==> config.mk <==
export PLATFORM = sky130hd
export DESIGN_NAME = mem_access_ctrl
export DESIGN_NICKNAME = d
export VERILOG_FILES = /design/src/rtl/mem_access_ctrl_pkg.sv /design/src/rtl/mem_load_align.sv /design/src/rtl/mem_access_ctrl.sv
export SDC_FILE = /design/constraint.sdc
export NUM_CORES = 1
export LEC_CHECK = 0
export ABC_AREA = 1
export CAP_MARGIN = 20
export CELL_PAD_IN_SITES_DETAIL_PLACEMENT = 1
export CELL_PAD_IN_SITES_GLOBAL_PLACEMENT = 1
export CORE_AREA = 8 8 197 105
export DETAILED_ROUTE_END_ITERATION = 8
export DIE_AREA = 0 0 205 113
export PLACE_DENSITY_LB_ADDON = 0.2
export SYNTH_ARGS = -nofsm -noshare
export SYNTH_HDL_FRONTEND = slang
export SYNTH_SLANG_ARGS = --single-unit
==> constraint.sdc <==
create_clock -name clk -period 5.45 [get_ports clk]
set_clock_uncertainty 0.05 [all_clocks]
set_input_delay 1.635 -clock clk [delete_from_list [all_inputs] [get_ports clk]]
set_output_delay 1.635 -clock clk [all_outputs]
set_load 0.02 [all_outputs]
==> src/rtl/mem_access_ctrl_pkg.sv <==
// Shared definitions for the load/store unit: opcode values, func3 access-size
// encodings, controller FSM states and the access legality check.
package mem_access_ctrl_pkg;

   // Major opcodes of the instructions that reach the memory access controller
   localparam logic [6:0] OpcLoad  = 7'b0000011;
   localparam logic [6:0] OpcStore = 7'b0100011;

   // func3 access size / signedness
   typedef enum logic [2:0] {
      RwB  = 3'b000,
      RwH  = 3'b001,
      RwW  = 3'b010,
      RwBu = 3'b100,
      RwHu = 3'b101
   } rw_type_e;

   typedef enum logic [1:0] {
      StIdle,
      StReq,
      StWait,
      StDone
   } state_e;

   // High when the request can never be issued on the bus: conflicting direction,
   // unknown size, unsigned store, or misaligned half/word.
   function automatic logic access_illegal(input logic       rd,
                                           input logic       wr,
                                           input logic [2:0] rw,
                                           input logic [1:0] off);
      logic ill;
      ill = rd & wr;
      case (rw)
         RwB:     ill = ill;
         RwBu:    ill = ill | wr;
         RwH:     ill = ill | off[0];
         RwHu:    ill = ill | wr | off[0];
         RwW:     ill = ill | (off != 2'b00);
         default: ill = 1'b1;
      endcase
      return ill;
   endfunction

endpackage

==> src/rtl/mem_load_align.sv <==
// Load result formatting: picks the byte/halfword lane of the returned bus word
// and sign- or zero-extends it; words pass straight through.
//   word     - raw 32-bit word from the bus
//   byte_off - low address bits of the access
//   rw_type  - func3 size/signedness
//   result   - formatted 32-bit load value
module mem_load_align
   import mem_access_ctrl_pkg::*;
(
   input  logic [31:0] word,
   input  logic [1:0]  byte_off,
   input  logic [2:0]  rw_type,
   output logic [31:0] result
);

   logic [7:0]  byte_lane;
   logic [15:0] half_lane;

   always_comb begin
      case (byte_off)
         2'd0:    byte_lane = word[7:0];
         2'd1:    byte_lane = word[15:8];
         2'd2:    byte_lane = word[23:16];
         default: byte_lane = word[31:24];
      endcase
      // Halfwords are aligned, so only bit 1 selects the lane
      half_lane = byte_off[1] ? word[31:16] : word[15:0];

      case (rw_type)
         RwB:     result = {{24{byte_lane[7]}}, byte_lane};
         RwBu:    result = {24'h0, byte_lane};
         RwH:     result = {{16{half_lane[15]}}, half_lane};
         RwHu:    result = {16'h0, half_lane};
         default: result = word;
      endcase
   end

endmodule

==> src/rtl/mem_access_ctrl.sv <==
// Memory access controller: turns decoder load/store requests into a single
// req/gnt + rvalid bus transaction, stalling the pipeline until completion.
//   clk, rst                  - clock, synchronous active-high reset
//   memread, memwrite         - load / store request from the decoder
//   rw_type, addr, wdata      - func3 size, byte address, store data
//   stall, done, err, rdata   - pipeline hold, completion pulse, failure flag, load data
//   mem_req .. mem_wdata      - bus request channel
//   mem_gnt, mem_rvalid, mem_rdata - bus response channel
module mem_access_ctrl
   import mem_access_ctrl_pkg::*;
#(
   parameter int unsigned TIMEOUT_CYC = 255
) (
   input  logic        clk,
   input  logic        rst,
   input  logic        memread,
   input  logic        memwrite,
   input  logic [2:0]  rw_type,
   input  logic [31:0] addr,
   input  logic [31:0] wdata,
   output logic        stall,
   output logic        done,
   output logic        err,
   output logic [31:0] rdata,
   output logic        mem_req,
   output logic        mem_we,
   output logic [31:0] mem_addr,
   output logic [3:0]  mem_wstrb,
   output logic [31:0] mem_wdata,
   input  logic        mem_gnt,
   input  logic        mem_rvalid,
   input  logic [31:0] mem_rdata
);

   localparam int unsigned CntW = $clog2(TIMEOUT_CYC + 1);

   state_e          state_q, state_d;
   logic [31:0]     addr_q, addr_d;
   logic [31:0]     wdata_q, wdata_d;
   logic [2:0]      rw_q, rw_d;
   logic            store_q, store_d;
   logic            err_q, err_d;
   logic [31:0]     rdata_q, rdata_d;
   logic [CntW-1:0] cnt_q, cnt_d;

   logic            access;
   logic            timeout;
   logic [31:0]     load_data;
   logic [3:0]      strb;
   logic [31:0]     lanes;

   mem_load_align u_load_align (
      .word     (mem_rdata),
      .byte_off (addr_q[1:0]),
      .rw_type  (rw_q),
      .result   (load_data)
   );

   assign access  = memread | memwrite;
   // Last allowed cycle in REQ/WAIT; a handshake in that same cycle still wins
   assign timeout = (cnt_q >= CntW'(TIMEOUT_CYC - 1));

   always_comb begin
      state_d = state_q;
      addr_d  = addr_q;
      wdata_d = wdata_q;
      rw_d    = rw_q;
      store_d = store_q;
      err_d   = err_q;
      rdata_d = rdata_q;
      cnt_d   = cnt_q;
      unique case (state_q)
         StIdle: begin
            if (access) begin
               addr_d  = addr;
               wdata_d = wdata;
               rw_d    = rw_type;
               store_d = memwrite;
               rdata_d = '0;
               cnt_d   = '0;
               err_d   = access_illegal(memread, memwrite, rw_type, addr[1:0]);
               state_d = err_d ? StDone : StReq;
            end
         end
         StReq: begin
            cnt_d = cnt_q + CntW'(1);
            if (mem_gnt) begin
               state_d = store_q ? StDone : StWait;
            end else if (timeout) begin
               err_d   = 1'b1;
               rdata_d = '0;
               state_d = StDone;
            end
         end
         StWait: begin
            cnt_d = cnt_q + CntW'(1);
            if (mem_rvalid) begin
               rdata_d = load_data;
               state_d = StDone;
            end else if (timeout) begin
               err_d   = 1'b1;
               rdata_d = '0;
               state_d = StDone;
            end
         end
         StDone: begin
            state_d = StIdle;
         end
         default: state_d = StIdle;
      endcase
   end

   always_ff @(posedge clk) begin
      if (rst) begin
         state_q <= StIdle;
         addr_q  <= '0;
         wdata_q <= '0;
         rw_q    <= '0;
         store_q <= 1'b0;
         err_q   <= 1'b0;
         rdata_q <= '0;
         cnt_q   <= '0;
      end else begin
         state_q <= state_d;
         addr_q  <= addr_d;
         wdata_q <= wdata_d;
         rw_q    <= rw_d;
         store_q <= store_d;
         err_q   <= err_d;
         rdata_q <= rdata_d;
         cnt_q   <= cnt_d;
      end
   end

   // Store byte enables and lane replication from the latched request
   always_comb begin
      case (rw_q)
         RwB: begin
            strb  = 4'b0001 << addr_q[1:0];
            lanes = {4{wdata_q[7:0]}};
         end
         RwH: begin
            strb  = addr_q[1] ? 4'b1100 : 4'b0011;
            lanes = {2{wdata_q[15:0]}};
         end
         default: begin
            strb  = 4'b1111;
            lanes = wdata_q;
         end
      endcase
   end

   always_comb begin
      stall     = ((state_q == StIdle) && access) || (state_q == StReq) || (state_q == StWait);
      done      = (state_q == StDone);
      err       = done & err_q;
      rdata     = rdata_q;
      mem_req   = (state_q == StReq);
      mem_we    = mem_req & store_q;
      mem_addr  = mem_req ? {addr_q[31:2], 2'b00} : '0;
      mem_wstrb = mem_we ? strb : 4'b0000;
      mem_wdata = mem_we ? lanes : '0;
   end

endmodule

* After elaboration in Yosys (flattened, before gate mapping)
Cells that the tools add are included.
** Cells by class
- Add/subtract/negate cells :: 1
- Eq/ne operators :: 15
- $lt $le $gt $ge :: 1
- Bitwise operators :: 8
- Multiplexer cells :: 31
- Reduce and logical (&&, ||, !) cells :: 15
- Shifts and indexed selects :: 1
** Operators by type and width (count)
- 32-bit 2-to-1 mux :: 6
- 32-bit case mux with 4 select lines :: 1
- 32-bit case mux with 3 select lines :: 1
- 32-bit case mux with 2 select lines :: 1
- 8-bit case mux with 3 select lines :: 1
- 16-bit 2-to-1 mux :: 1
- 8-bit case mux with 2 select lines :: 1
- 3-bit == test, second input constant :: 4
- 2-bit 2-to-1 mux :: 5
- 8-bit by 1-bit adder with 8-bit output, second input constant :: 1
- 8-bit greater-or-equal comparator, second input constant :: 1
- 4-bit 2-to-1 mux :: 2
- 8-bit 2-to-1 mux :: 1
- 2-bit case mux with 4 select lines :: 1
- 4-bit case mux with 2 select lines :: 1
- 1-bit 2-to-1 mux :: 7
- 2-bit == test, second input constant :: 3
- 3-bit by 1-bit == test with 1-bit output, second input constant :: 2
- 3-bit zero test :: 2
- 2-bit != test, second input constant :: 3
- 1-bit OR :: 5
- 1-bit case mux with 5 select lines :: 1
- 2-bit by 1-bit == test with 1-bit output, second input constant :: 2
- 2-bit zero test :: 2
- other kinds (12) :: 17
** Word-level totals
- Flip-flop bits (word level) :: 111
- Input bits :: 105
- Output and inout port bits :: 105
- Word-level logic and storage cells :: 80

* Depth between registers and ports, before layout
- Word-level depth :: 9
- Gate-level depth with buffers :: 11
- Gate-level depth less buffers :: 11

* Cells and area by module
Synthesis repeated with hierarchy kept, for this count alone.
** Unflattened totals
- Cells, all modules :: 923
- Area total of the unflattened synthesis :: 6302.3 sq um
** Modules (own cells, without submodules)
- mem_access_ctrl :: area each 5406.4 sq um, times used 1, cells an instance 731, seq. area each 2222.1 sq um
- mem_load_align :: area each 895.9 sq um, times used 1, cells an instance 192, seq. area each 0.0 sq um

* Worst setup path after synthesis
Ideal clock, no wire load.
- Path kind :: input to output
- Start point :: in memwrite
- End point :: out stall
- Cell stages on the path :: 6
- Path buffers :: 2
- Arrival time :: 2496 ps
- Path slack :: 1269 ps
- Data required time :: 3765 ps
- Cells stage by stage :: inv_1 nand2_1 nand2_2 buf_2 buf_2 nand3_1
** Between the ends
- Word-level cells in the longest chain between the ends :: 4
** RTL lines
- from (decl) :: line mem_access_ctrl.sv:17 : input logic memwrite,
- 1-bit OR :: line mem_access_ctrl.sv:59 : assign access = memread | memwrite;
- 1-bit logical AND :: line mem_access_ctrl.sv:154 : stall = ((state_q == StIdle) && access) || (state_q == StReq) || (state_q == StWait);
- 1-bit logical OR (2 in a row) :: line mem_access_ctrl.sv:154
- to (decl) :: line mem_access_ctrl.sv:21 : output logic stall,
Every way passes these cells.

* Final worst setup path
- Start point :: reg state_q[1]
- End point :: out mem_wdata[9]
** Between the ends
- Word-level cells in the longest chain between the ends :: 3
** RTL lines
- from (decl) :: line mem_access_ctrl.sv:37 : state_e state_q, state_d;
- from (signal assigned) :: line mem_access_ctrl.sv:115 : state_q <= StIdle;
- from (signal assigned) :: line mem_access_ctrl.sv:124 : state_q <= state_d;
- 2-bit by 1-bit == test with 1-bit output :: line mem_access_ctrl.sv:158 : mem_req = (state_q == StReq);
- 1-bit AND :: line mem_access_ctrl.sv:159 : mem_we = mem_req & store_q;
- 32-bit 2-to-1 mux :: line mem_access_ctrl.sv:162 : mem_wdata = mem_we ? lanes : '0;
- to (decl) :: line mem_access_ctrl.sv:29 : output logic [31:0] mem_wdata,
Every way passes these cells.

==> results.rst <==
.. list-table::
   :header-rows: 1

   * - Metric
     - Value
   * - Result of the run
     - complete, no violations
   * - Share of final-layout standard cells stronger than drive strength 1
     - 5.09%
   * - Crit path capture type
     - output pin
   * - Relative slew slack
     - 39.8%
   * - Hold worst-path end
     - rdata[14]
   * - Die extent in x
     - 205 µm
   * - Register area
     - 0.00222 mm²
   * - Crit Path Class
     - flip-flop to output pin
   * - Design area
     - 0.00820 mm²
   * - Path depth of the worst reg2reg path
     - 7
   * - Number of I/O port buffers
     - 207
   * - Vertical extent of the die
     - 113 µm
   * - Count of routing violations after the opening detailed-route iteration
     - 376
   * - Hold_buf cts
     - 0
   * - Starting density of the core
     - 32.2%
   * - Final Max Slew Viols
     - 0
   * - R2R Path End
     - store_q
   * - Required time of the critical path
     - 3.76 ns
   * - Post-detailed-placement cell area
     - 0.00792 mm²
   * - Worst reg2reg path startpoint
     - state_q[0]
   * - Hold violation count in the final report
     - 0
   * - Placeable core area
     - 0.0180 mm²
   * - Aggregate routed wire length
     - 23800 µm
   * - Final setup violation count
     - 0
   * - Worst hold path startpoint
     - rdata[14]
   * - Final Cycle Share
     - 87.4%
   * - Number of CTS-inserted buffers
     - 9
   * - Cells after synthesis
     - 885
   * - Worst Hold Class
     - flip-flop to flip-flop
   * - Via density per instance
     - 4.82
   * - Sink count of the clock tree
     - 111
   * - Total area of multi-input combinational cells
     - 0.00293 mm²
   * - Detail Placement HPWL
     - 18500 µm
   * - Clock transition at the registers of the reported paths
     - 0.07 ns
   * - Routed wirelength normalized by instance count
     - 18.3 µm
   * - Power Density
     - 367 mW/mm²
   * - Leading cell types in the layout, fill and taps excluded
     - clkdlybuf4s50_1 (207), nand2_1 (171), nor2_1 (163)
   * - Number of storage elements in the synthesis netlist
     - 111
   * - Buffer depth of the longest clock path
     - 2
   * - Layout Area Growth over Synthesis
     - 41.8%
   * - Global-route wire length before repair
     - 36000 µm
   * - First-pass iteration count of the detailed router
     - 5
   * - Largest driver fanout on the critical path
     - 17
   * - Cell row count
     - 35
   * - Seq/Total Area, Yosys
     - 38.4%
   * - Peak supply drop
     - 0.170 mV
   * - Count of cells along the worst hold path
     - 2
   * - Netlist area before placement
     - 0.00579 mm²
   * - Number of global-route vias before repair
     - 5979
   * - Number of antenna violations at the first check in global routing
     - 4
   * - Core Util, Final
     - 45.7%
   * - Worst slew pin tran
     - 0.902 ns
   * - Die area
     - 0.0232 mm²
   * - Root buf cell
     - clkbuf_16
   * - I/O pins
     - 210
   * - Number of maximum-capacitance constraint violations
     - 0
   * - Leading cell types by total area after synthesis
     - dfxtp_1 (38%), nand2_1 (11%), nor2_1 (11%), o21ai_0 (8.7%), a21oi_1 (6.9%)
   * - Leading cell type in the layout, fill and taps excluded
     - clkdlybuf4s50_1
   * - Arrival @ worst endpoint
     - 3.08 ns
   * - Fillcell total
     - 2324
   * - TritonCTS clock tree
     - done
   * - Residual antenna-violating net count after detailed routing
     - 0
   * - Cell variety after synth
     - 37
   * - Clock latency on the worst-skew pair
     - 0.35 ns
   * - Number of nets at the end of the flow
     - 1168
   * - Unrepaired setup endpoints after global routing
     - false
   * - Total gr overflow
     - 0
   * - Cell type with the highest aggregate area in the netlist
     - dfxtp_1
   * - Resized Gates After CTS
     - 0
   * - Total vias in the final route
     - 6274
   * - Post-CTS Setup Repair Bufs
     - 0
   * - Mapped Avg Cell Area
     - 6.54 µm²
   * - Global Route Usage Sum
     - 19.9%
   * - Startpoint type of the worst setup path
     - flip-flop
   * - Warnings from Yosys
     - 0
   * - Total Power
     - 0.00301 W
   * - Static Leak
     - 3.47 nW
   * - Share of Yosys cell area claimed by the top area cell type
     - 38.4%
   * - Maximum number of pins on one net before global-route repair
     - 90
   * - Final setup TNS
     - 0 ns
   * - Number of H-tree levels
     - 3
   * - Weighted congestion reported at the end of routability-driven placement
     - 0.886
   * - Flop2flop setup slack
     - 2.66 ns
   * - Time the final worst path needs with I/O delays and setup
     - 4.76 ns
   * - Residual DRC count
     - 0
   * - Max Clock Freq
     - 210 MHz
-- worst max-delay path, cell delays in order, from the launching register on --
cell and delay [ns]:
dfxtp_1 0.35, inv_1 0.12, ha_1 0.17, nand2_1 0.33, inv_1 0.57, o21ai_0 0.30
a21oi_1 0.24, clkdlybuf4s50_1 0.64
-- per-layer routing --
metal	routed length [µm]	track usage (%)	up-vias
li1	-	-	3158
met1	12000	29.0	2948
met2	9570	27.6	147
met3	2020	7.62	17
met4	179	2.84	4
met5	31	0	-
-- logic make-up after synthesis --
group                      share of synthesized area, %
other                                            0.0648
buffers and inverters                              11.1
DFF                                                38.4
adders and majority gates                          1.51
AOI/OAI and AO/OA                                  19.3
and+or+nand+nor                                    29.6
-- registers in the layout (all words and copies together) (netlist names) --
signal / count
err_q: 1
state_q: 2
rdata: 32
rw_q: 3
addr_q: 32
store_q: 1
wdata_q: 32
cnt_q: 8
-- Yosys cell counts, drive strengths merged --
| library cell | n |
|---|---|
| or2 | 6 |
| nor2 | 165 |
| inv | 95 |
| nor3b | 1 |
| conb | 1 |
| o22ai | 7 |
| dfxtp | 111 |
| a21o | 2 |
| o21a | 3 |
| o21bai | 1 |
| ha | 7 |
| clkbuf | 29 |
| nand4 | 8 |
| buf | 25 |
| a21oi | 81 |
| o211ai | 4 |
| nor3 | 5 |
| a31oi | 2 |
| o21ai | 108 |
| nand2 | 181 |
| o221ai | 1 |
| nand3 | 42 |
-- through the flow --
stage	hold slack (ns)	cells	setup WS [ns]
floorplan	0.395	886	1.27
CTS	0.418	1300	0.683
finish	0.414	1301	0.686
global placement	0.400	1285	0.700
detailed placement	0.406	1285	0.684
global route	0.434	1301	0.502
-- worst max path at each step --
stage | startpoint | endpoint | slack, ns
after floorplan | memwrite | stall | 1.27
after global placement | memwrite | stall | 0.70
after detailed placement | memwrite | stall | 0.68
after CTS | memwrite | stall | 0.68
after global routing | state_q[1] | mem_wdata[9] | 0.50
final | state_q[1] | mem_wdata[9] | 0.69
-- final cells by class --
class | instances | share of cell area [%]
Clock inverter | 2 | 0.198
Antenna cell | 1 | 0.0305
Tap cell | 240 | 3.66
Timing Repair Buffer | 213 | 25.8
Multi-Input combinational cell | 626 | 35.7
Clock buffer | 13 | 3.17
Inverter | 95 | 4.35
Sequential cell | 111 | 27.1
-- power by group --
| part | total [W] | internal, W | switching, W | leakage, nW |
|---|---|---|---|---|
| combinational | 0.00131 | 0.000430 | 0.000885 | 2.42 |
| sequential | 0.00105 | 0.000957 | 0.0000916 | 0.912 |
| clock | 0.000643 | 0.000335 | 0.000308 | 0.132 |
| total | 0.00301 | 0.00172 | 0.00129 | 3.47 |
Power figures use the tool's default switching activity.
